File: src/rtl/sm4_eth_fcs_regen_pkg.sv
// Shared definitions for the Ethernet FCS regeneration path: CRC-32 constants,
// FSM state encoding and the reflected byte-wise CRC step.
package sm4_eth_fcs_regen_pkg;

  localparam logic [31:0] CRC32_POLY    = 32'hEDB88320;
  localparam logic [31:0] CRC32_INIT    = 32'hFFFFFFFF;
  localparam logic [31:0] CRC32_RESIDUE = 32'hDEBB20E3;
  localparam int          HOLD_DEPTH    = 4;

  typedef enum logic [1:0] {
    ST_SYNC   = 2'd0,
    ST_STREAM = 2'd1,
    ST_EMIT   = 2'd2
  } fcs_state_e;

  // Reflected CRC-32, LSB of the data byte enters first.
  function automatic logic [31:0] crc32_byte(input logic [31:0] crc, input logic [7:0] d);
    logic [31:0] c;
    c = crc ^ {24'd0, d};
    for (int i = 0; i < 8; i++) begin
      c = c[0] ? ((c >> 1) ^ CRC32_POLY) : (c >> 1);
    end
    return c;
  endfunction

endpackage

File: src/rtl/sm4_eth_fcs_regen_crc.sv
// Combinational one-byte CRC-32 step, shared with FCS-check stages.
module eth_crc32_d8
  import sm4_eth_fcs_regen_pkg::*;
(
  input  logic [31:0] crc_in,
  input  logic [7:0]  data_in,
  output logic [31:0] crc_out
);

  assign crc_out = crc32_byte(crc_in, data_in);

endmodule

File: src/rtl/sm4_eth_fcs_regen.sv
// Recomputes the Ethernet FCS behind a 4-byte hold buffer and replaces the
// stale trailing 4 bytes of every frame; no backpressure.
module sm4_eth_fcs_regen
  import sm4_eth_fcs_regen_pkg::*;
#(
  parameter bit SYNC_ON_RST = 1'b0
) (
  input  logic       clk,
  input  logic       rst_n,
  input  logic [7:0] s_axis_tdata,
  input  logic       s_axis_tvalid,
  input  logic       s_axis_tlast,
  input  logic [7:0] s_axis_tuser,
  output logic [7:0] m_axis_tdata,
  output logic       m_axis_tvalid,
  output logic       m_axis_tlast,
  output logic [7:0] m_axis_tuser,
  output logic       runt_drop
);

  localparam fcs_state_e RST_STATE = SYNC_ON_RST ? ST_SYNC : ST_STREAM;

  fcs_state_e        state_q, state_d;
  logic [3:0][7:0]   hd_q, hd_d;
  logic [3:0][7:0]   hu_q, hu_d;
  logic [2:0]        hcnt_q, hcnt_d;
  logic [31:0]       crc_q, crc_d;
  logic [31:0]       fcs_q, fcs_d;
  logic [3:0][7:0]   fcs_user_q, fcs_user_d;
  logic [1:0]        ecnt_q, ecnt_d;
  logic [7:0]        tdata_q, tdata_d;
  logic              tvalid_q, tvalid_d;
  logic              tlast_q, tlast_d;
  logic [7:0]        tuser_q, tuser_d;
  logic              runt_q, runt_d;
  logic [31:0]       crc_step;

  eth_crc32_d8 u_crc (
    .crc_in  (crc_q),
    .data_in (hd_q[0]),
    .crc_out (crc_step)
  );

  always_comb begin
    state_d    = state_q;
    hd_d       = hd_q;
    hu_d       = hu_q;
    hcnt_d     = hcnt_q;
    crc_d      = crc_q;
    fcs_d      = fcs_q;
    fcs_user_d = fcs_user_q;
    ecnt_d     = ecnt_q;
    tdata_d    = tdata_q;
    tvalid_d   = 1'b0;
    tlast_d    = 1'b0;
    tuser_d    = tuser_q;
    runt_d     = 1'b0;

    if (s_axis_tvalid) begin
      if (state_q == ST_SYNC) begin
        if (s_axis_tlast) state_d = ST_STREAM;
      end else if (hcnt_q == 3'(HOLD_DEPTH)) begin
        // Full buffer: oldest byte leaves as payload, new beat enters at the tail.
        tvalid_d = 1'b1;
        tdata_d  = hd_q[0];
        tuser_d  = hu_q[0];
        hd_d     = {s_axis_tdata, hd_q[3:1]};
        hu_d     = {s_axis_tuser, hu_q[3:1]};
        crc_d    = crc_step;
        if (s_axis_tlast) begin
          fcs_d      = ~crc_step;
          fcs_user_d = {s_axis_tuser, hu_q[3:1]};
          crc_d      = CRC32_INIT;
          hcnt_d     = 3'd0;
          ecnt_d     = 2'd0;
          state_d    = ST_EMIT;
        end
      end else begin
        hd_d[hcnt_q[1:0]] = s_axis_tdata;
        hu_d[hcnt_q[1:0]] = s_axis_tuser;
        hcnt_d            = hcnt_q + 3'd1;
        if (s_axis_tlast) begin
          hcnt_d = 3'd0;
          runt_d = 1'b1;
        end
      end
    end

    // Buffer cannot be full while emitting, so the FCS bytes never collide with payload.
    if (state_q == ST_EMIT) begin
      tvalid_d = 1'b1;
      tdata_d  = fcs_q[{ecnt_q, 3'b000} +: 8];
      tuser_d  = fcs_user_q[ecnt_q];
      tlast_d  = (ecnt_q == 2'd3);
      ecnt_d   = ecnt_q + 2'd1;
      if (ecnt_q == 2'd3) state_d = ST_STREAM;
    end
  end

  always_ff @(posedge clk or negedge rst_n) begin
    if (!rst_n) begin
      state_q    <= RST_STATE;
      hd_q       <= '0;
      hu_q       <= '0;
      hcnt_q     <= 3'd0;
      crc_q      <= CRC32_INIT;
      fcs_q      <= '0;
      fcs_user_q <= '0;
      ecnt_q     <= 2'd0;
      tdata_q    <= 8'd0;
      tvalid_q   <= 1'b0;
      tlast_q    <= 1'b0;
      tuser_q    <= 8'd0;
      runt_q     <= 1'b0;
    end else begin
      state_q    <= state_d;
      hd_q       <= hd_d;
      hu_q       <= hu_d;
      hcnt_q     <= hcnt_d;
      crc_q      <= crc_d;
      fcs_q      <= fcs_d;
      fcs_user_q <= fcs_user_d;
      ecnt_q     <= ecnt_d;
      tdata_q    <= tdata_d;
      tvalid_q   <= tvalid_d;
      tlast_q    <= tlast_d;
      tuser_q    <= tuser_d;
      runt_q     <= runt_d;
    end
  end

  assign m_axis_tdata  = tdata_q;
  assign m_axis_tvalid = tvalid_q;
  assign m_axis_tlast  = tlast_q;
  assign m_axis_tuser  = tuser_q;
  assign runt_drop     = runt_q;

endmodule

File: config.mk
export PLATFORM = sky130hd
export DESIGN_NAME = sm4_eth_fcs_regen
export DESIGN_NICKNAME = d
export VERILOG_FILES = /design/src/rtl/sm4_eth_fcs_regen_pkg.sv /design/src/rtl/sm4_eth_fcs_regen_crc.sv /design/src/rtl/sm4_eth_fcs_regen.sv
export SDC_FILE = /design/constraint.sdc
export NUM_CORES = 1
export LEC_CHECK = 0
export ABC_AREA = 0
export BUFFER_PORTS_ARGS = -buffer_cell sky130_fd_sc_hd__buf_2
export CAP_MARGIN = 15
export CELL_PAD_IN_SITES_DETAIL_PLACEMENT = 1
export CELL_PAD_IN_SITES_GLOBAL_PLACEMENT = 2
export CORE_MARGIN = 5
export CORE_UTILIZATION = 35
export DETAILED_ROUTE_END_ITERATION = 8
export PLACE_DENSITY = 0.81
export SLEW_MARGIN = 20
export SYNTH_ARGS = -nofsm -noshare
export SYNTH_HDL_FRONTEND = slang
export SYNTH_SLANG_ARGS = --single-unit
File: constraint.sdc
create_clock -name clk -period 1.9 [get_ports clk]
set_input_delay 0.285 -clock clk [delete_from_list [all_inputs] [get_ports clk]]
set_output_delay 0.285 -clock clk [all_outputs]
set_load 0.01 [all_outputs]
Yosys cells after proc, flatten, opt, wreduce, memory -nomap -nowiden
Index checks and enable logic that the tools add are counted.
{"block": "word_totals", "regBits": 186, "input_bits": 20, "out_inout_bits": 19, "word_cells": 104}
{"block": "classes", "n_addsub": 2, "n_lt_le_gt_ge": 3, "eq_ne": 5, "n_shift": 1, "n_mux": 49, "bitwise": 11, "n_reduce_logical": 11}
{"op": "two-way mux 32 bit", "n": 11}
{"op": "NOT 13 -> 14 bit", "n": 8}
{"op": "two-way mux 8 bit", "n": 10}
{"op": "bitwise mux 32 bit", "n": 2}
{"op": "NOT 32 bit", "n": 1}
{"op": "indexed part select 32 x 6 -> 8 bit", "n": 1}
{"op": "bitwise XOR 32 x 8 -> 32 bit", "n": 1}
{"op": "two-way mux 2 bit", "n": 12}
{"op": "binary-select mux 8 bit (select 2 bit)", "n": 1}
{"op": "demux 8 bit (select 2 bit)", "n": 1}
{"op": "two-way mux 1 bit", "n": 9}
{"op": "two-way mux 3 bit", "n": 3}
{"op": "AND reduction 3 bit", "n": 3}
{"op": "AND reduction 4 bit", "n": 2}
{"op": "< comparator 2 x 3 -> 1 bit (second input constant)", "n": 2}
{"op": "nonzero test 2 bit", "n": 3}
{"op": "equality test 2 bit (second input constant)", "n": 2}
{"op": "adder 3 x 1 -> 3 bit (second input constant)", "n": 1}
{"op": "equality test 3 bit (second input constant)", "n": 1}
{"op": "adder 2 x 1 -> 2 bit (second input constant)", "n": 1}
{"op": "greater-or-equal comparator 2 x 1 -> 1 bit (second input constant)", "n": 1}
{"op": "zero test 2 bit", "n": 1}
{"op": "!= test 2 x 1 -> 1 bit (second input constant)", "n": 1}
{"op": "!= test 2 bit (second input constant)", "n": 1}
{"op": "3 further kinds", "n": 3}

Longest topological paths before layout
{"block": "depth", "word_depth": 18, "ltp_mapped": 10, "mapped_depth_nobuf": 7}

Modules after synthesis
From an unflattened synthesis, not the netlist that was laid out.
{"block": "unflattened", "hier_cells": 753, "hier_area_um2": 9245.1}
{"mod": "sm4_eth_fcs_regen", "n_inst": 1, "cells_per_inst": 689, "area_each_um2": 8246.7, "seq_area_each_um2": 4695.8}
{"mod": "eth_crc32_d8", "n_inst": 1, "cells_per_inst": 64, "area_each_um2": 998.5, "seq_area_each_um2": 0.0}

Least setup slack after synthesis
No wires, ideal clock.
{"block": "synth_path", "kind": "flip-flop to flip-flop", "from": "reg hcnt_q[0]", "to": "reg fcs_q[21]", "setup_time_ps": 125, "arrival_time_ps": 1965, "required_ps": 1775, "slack_ps": -190, "stages_incl_launch_ff": 10, "n_path_buf": 3, "period_less_slack_ps": 2090, "cell_sequence": "dfrtp_1 -> inv_1 -> ha_1 -> and2_1 -> o211a_1 -> buf_2 -> nand2_1 -> buf_2 -> buf_2 -> mux2_2"}
{"block": "synth_via", "elab_chain_len": 2}
{"element": "start, declared", "line": "sm4_eth_fcs_regen.sv:26", "rtl": "logic [2:0] hcnt_q, hcnt_d;"}
{"element": "start signal, assigned", "line": "sm4_eth_fcs_regen.sv:119", "rtl": "hcnt_q <= hcnt_d;"}
{"element": "equality test 3 bit", "line": "sm4_eth_fcs_regen.sv:62", "rtl": "end else if (hcnt_q == 3'(HOLD_DEPTH)) begin"}
{"element": "AND reduction 4 bit (no source line)"}
{"element": "end signal, assigned", "line": "sm4_eth_fcs_regen.sv:121", "rtl": "fcs_q <= fcs_d;"}
{"element": "end, declared", "line": "sm4_eth_fcs_regen.sv:28", "rtl": "logic [31:0] fcs_q, fcs_d;"}
Every way passes these cells.
A chain may end at the register's enable or synchronous reset.

Final worst setup path
{"block": "layout_path", "from": "reg crc_q[1]", "to": "reg crc_q[19]"}
{"block": "layout_via", "elab_chain_len": 10}
{"element": "start, declared", "line": "sm4_eth_fcs_regen.sv:27", "rtl": "logic [31:0] crc_q, crc_d;"}
{"element": "start signal, assigned", "line": "sm4_eth_fcs_regen.sv:120", "rtl": "crc_q <= crc_d;"}
{"element": "bitwise XOR 32 x 8 -> 32 bit", "line": "sm4_eth_fcs_regen_pkg.sv:19", "rtl": "c = crc ^ {24'd0, d};"}
{"element": "two-way mux 32 bit (8 in series)", "line": "sm4_eth_fcs_regen_pkg.sv:21", "rtl": "c = c[0] ? ((c >> 1) ^ CRC32_POLY) : (c >> 1);"}
{"element": "two-way mux 32 bit", "line": "sm4_eth_fcs_regen.sv:70", "rtl": "if (s_axis_tlast) begin"}
Every way passes these cells.

==> run metrics <==
status finished, violations left; violated checks setup timing; CP arrival ~2.3 ns; RSZ-0062 raised after global routing yes; Initial Util a little over a third; WP data required 2.27 ns; CP dominant cell by count xnor2_4; WS Path Type register to register; crit-path max FO 5; Finished Layout Cells ~1200; Syn. warnings 0; GR peak layer met2; Antenna Nets Post-Route 0; cell row count 58; Slew @ Worst Pin ~0.49 ns; GR Util All Layers between 15 and 20%; first-pass GRT wire length ~40000 µm; syn_area_per_cell 11.6 µm²; max-cap viol count 0; htree depth 4; Initial DRT Pass Iterations 4; io pins 39; starting DRC count in detailed routing roughly 330; PortBufs 38; Max Buffers Root-to-Sink 2; Die ar. 28300 µm²; worst skew pair latency ~0.45 ns; multiplexer area fraction after synthesis between 10% and 20%; Worst R2R Start crc_q[1]; vias slightly above 6000; crit path buf inv count 0; Synthesized Nets 779; met3 Use GR 3.24%; GR Overflow Total 0; Setup-failing EPs final 2; Register Area ~4700 µm²; EDFF count, synth 0; ys async rst share 100%; largest net degree at the start of global routing between 50 and 60; Cell variety after synth 35; drt wl/cell 21.1 µm; Most used DFF post-synth dfrtp_1; number of remaining DRC errors 0; Die Ht around 170 µm; Final WS setup -0.0598 ns; critical path, cell by cell xnor2_4 -> xnor2_4 -> xnor2_2 -> xnor3_1 -> o22a_1; number of CTS-inserted buffers 17; TritonCTS Sinks around 190; DP Wirelength between 15000 and 20000 µm; layout cells sized above 1 34.7%; number of global-route vias before repair 6589; Clock transition at path regs about 0.080 ns; P&R area growth vs syn 23.7%; Via density roughly 5.1; Placed Cells 1136; wirelength, routed between 20000 and 25000 µm; post-synthesis instance total about 750; Final Max Slew Viols 0; XOR/XNOR Fraction of Synth Area just under 10%; NumNets Final 863; compound-gate portion of the synthesized area a little over a tenth; simple-gate share of the synthesized area 8.96%; Hold Fails Final Rpt 0; area of the multi-input gates a little over 4000 µm²; hold crit path type input pin to register; Tcrit/Tclk final 103%; GRT met1 Usage about a quarter; Fillers around 2700; initial antenna violation count 2; CP top delay family XOR/XNOR gates; startpoint type of the worst setup path register; largest family of logic cells by synthesized area multiplexers; nature of the critical path endpoint register; Slowest-stage cell, CP dfstp_2; FMAX 510 MHz; Ant. Diodes 0; Max transition margin between 60% and 70%; clock tree from TritonCTS yes; Netlist Area Pre-Place 8770 µm²; Crit. Startpoint crc_q[1]; Core ar. roughly 25000 µm²; HP Start s_axis_tdata[5]; min cycle time layout 1.96 ns; GR Layer Usage met2 between 20% and 30%; die width 168 µm; CTS root buf clkbuf_16; Yosys reg bits between 150 and 200; clk_skew 0.0128 ns; post-synthesis sequential area ratio between 50% and 60%; Placer Congestion 0.773; Crit path largest cell delay roughly 0.62 ns; post-synthesis adder-cell area fraction 0.714%
-- layout by cell type, fill, tap and decap left out, drive strengths merged, types with 3 or more instances in the layout --
master,Yosys,routed
dfrtp,153,153
buf,15,110
nand2,109,109
o21ai,70,70
mux2,59,59
xnor2,56,56
a21oi,50,50
and3,33,33
dfstp,33,33
nor2,31,31
o22a,21,21
clkbuf,36,21
mux2i,17,17
a31oi,17,17
mux4,16,16
inv,3,11
xor2,11,11
ha,5,5
clkinv,0,5
o22ai,4,4
and2,3,3
-- through the flow --
stage          utilization, %  hold WS [ns]  setup TNS [ns]  setup slack (ns)  area (µm²)
2_1_floorplan               -       -0.0106               0           0.00645        8800
3_3_place_gp             39.6         0.274         -0.0887           -0.0496        9850
3_5_place_dp             39.6         0.270          -0.633           -0.0748        9850
4_1_cts                  42.7         0.110        -0.00232          -0.00232       10600
5_1_grt                  43.5         0.118          -0.509           -0.0819       10800
6_report                 43.5         0.127         -0.0904           -0.0598       10800
-- worst reg2reg max path, delay by kind of cell, from the launching register on --
family | cells | cell delay [ns]
XOR/XNOR | 4 | 1.08
flip-flops | 1 | 0.62
AO/OA/AOI/OAI | 1 | 0.18
-- metal layers --
metal | part of all wire (%) | wire (µm)
met1 | 47 | 11600
met2 | 49 | 12100
met3 | 3.0 | 752
met4 | 1.8 | 437
met5 | 0 | 0
-- state kept, by name, summed over array words and instances, names as in the netlist --
signal / flops
crc_q: 32
fcs_q: 32
fcs_user_q: 32
hd_q: 32
hu_q: 32
m_axis_tdata: 8
m_axis_tuser: 8
hcnt_q: 3
ecnt_q: 2
state_q: 2
m_axis_tlast: 1
m_axis_tvalid: 1
runt_drop: 1
-- cell usage after synthesis (all sizes together) (15+ instances only) --
library cell,count,area [µm²]
clkbuf,36,135
dfstp,33,867
xnor2,56,701
mux2i,17,170
o21ai,70,350
and3,33,206
o22a,21,184
buf,15,71.3
nand2,109,409
mux2,59,664
mux4,16,360
a21oi,50,250
dfrtp,153,3830
a31oi,17,106
nor2,31,116
-- cells by family (layout without fill, tap and decap cells) --
kind of cell,Yosys count,in the layout
xor+xnor,69,69
compound gates,166,166
fa+ha+maj,5,5
buf+inv,54,151
simple gates,182,182
flops,186,186
mux,92,92
-- path summary, 6_finish.rpt --
check | end | slack [ns] | cells past startpoint
max | crc_q[19] | -0.06 | 5
min | hd_q[29] | 0.13 | 2
max reg2reg | crc_q[19] | -0.06 | 5
min reg2reg | hd_q[16] | 0.48 | 2
max in group asynchronous | crc_q[6] | 0.88 | 3
min in group asynchronous | fcs_q[18] | 0.35 | 2
-- final cells by class --
type | instances | area share (%)
Clock buffer | 17 | 3.92
Multi-Input combinational cell | 514 | 37.2
Inverter | 3 | 0.104
Sequential cell | 186 | 43.3
Clock inverter | 15 | 1.60
Tap cell | 330 | 3.81
Timing Repair Buffer | 116 | 10.1
-- timing repair --
action / in CTS / in global routing
endpoints found under the hold margin: 31 / 0
hold buffers: 1 / 0
endpoints found under the setup margin: 31 / 71
pin swaps: 5 / 5
gates resized for setup: 10 / 23
setup buffers: 4 / 4
cloned: 1 / 3
Power is not shown: default switching activity piles up to over one toggle a cycle in this logic, so the estimate is an artifact.
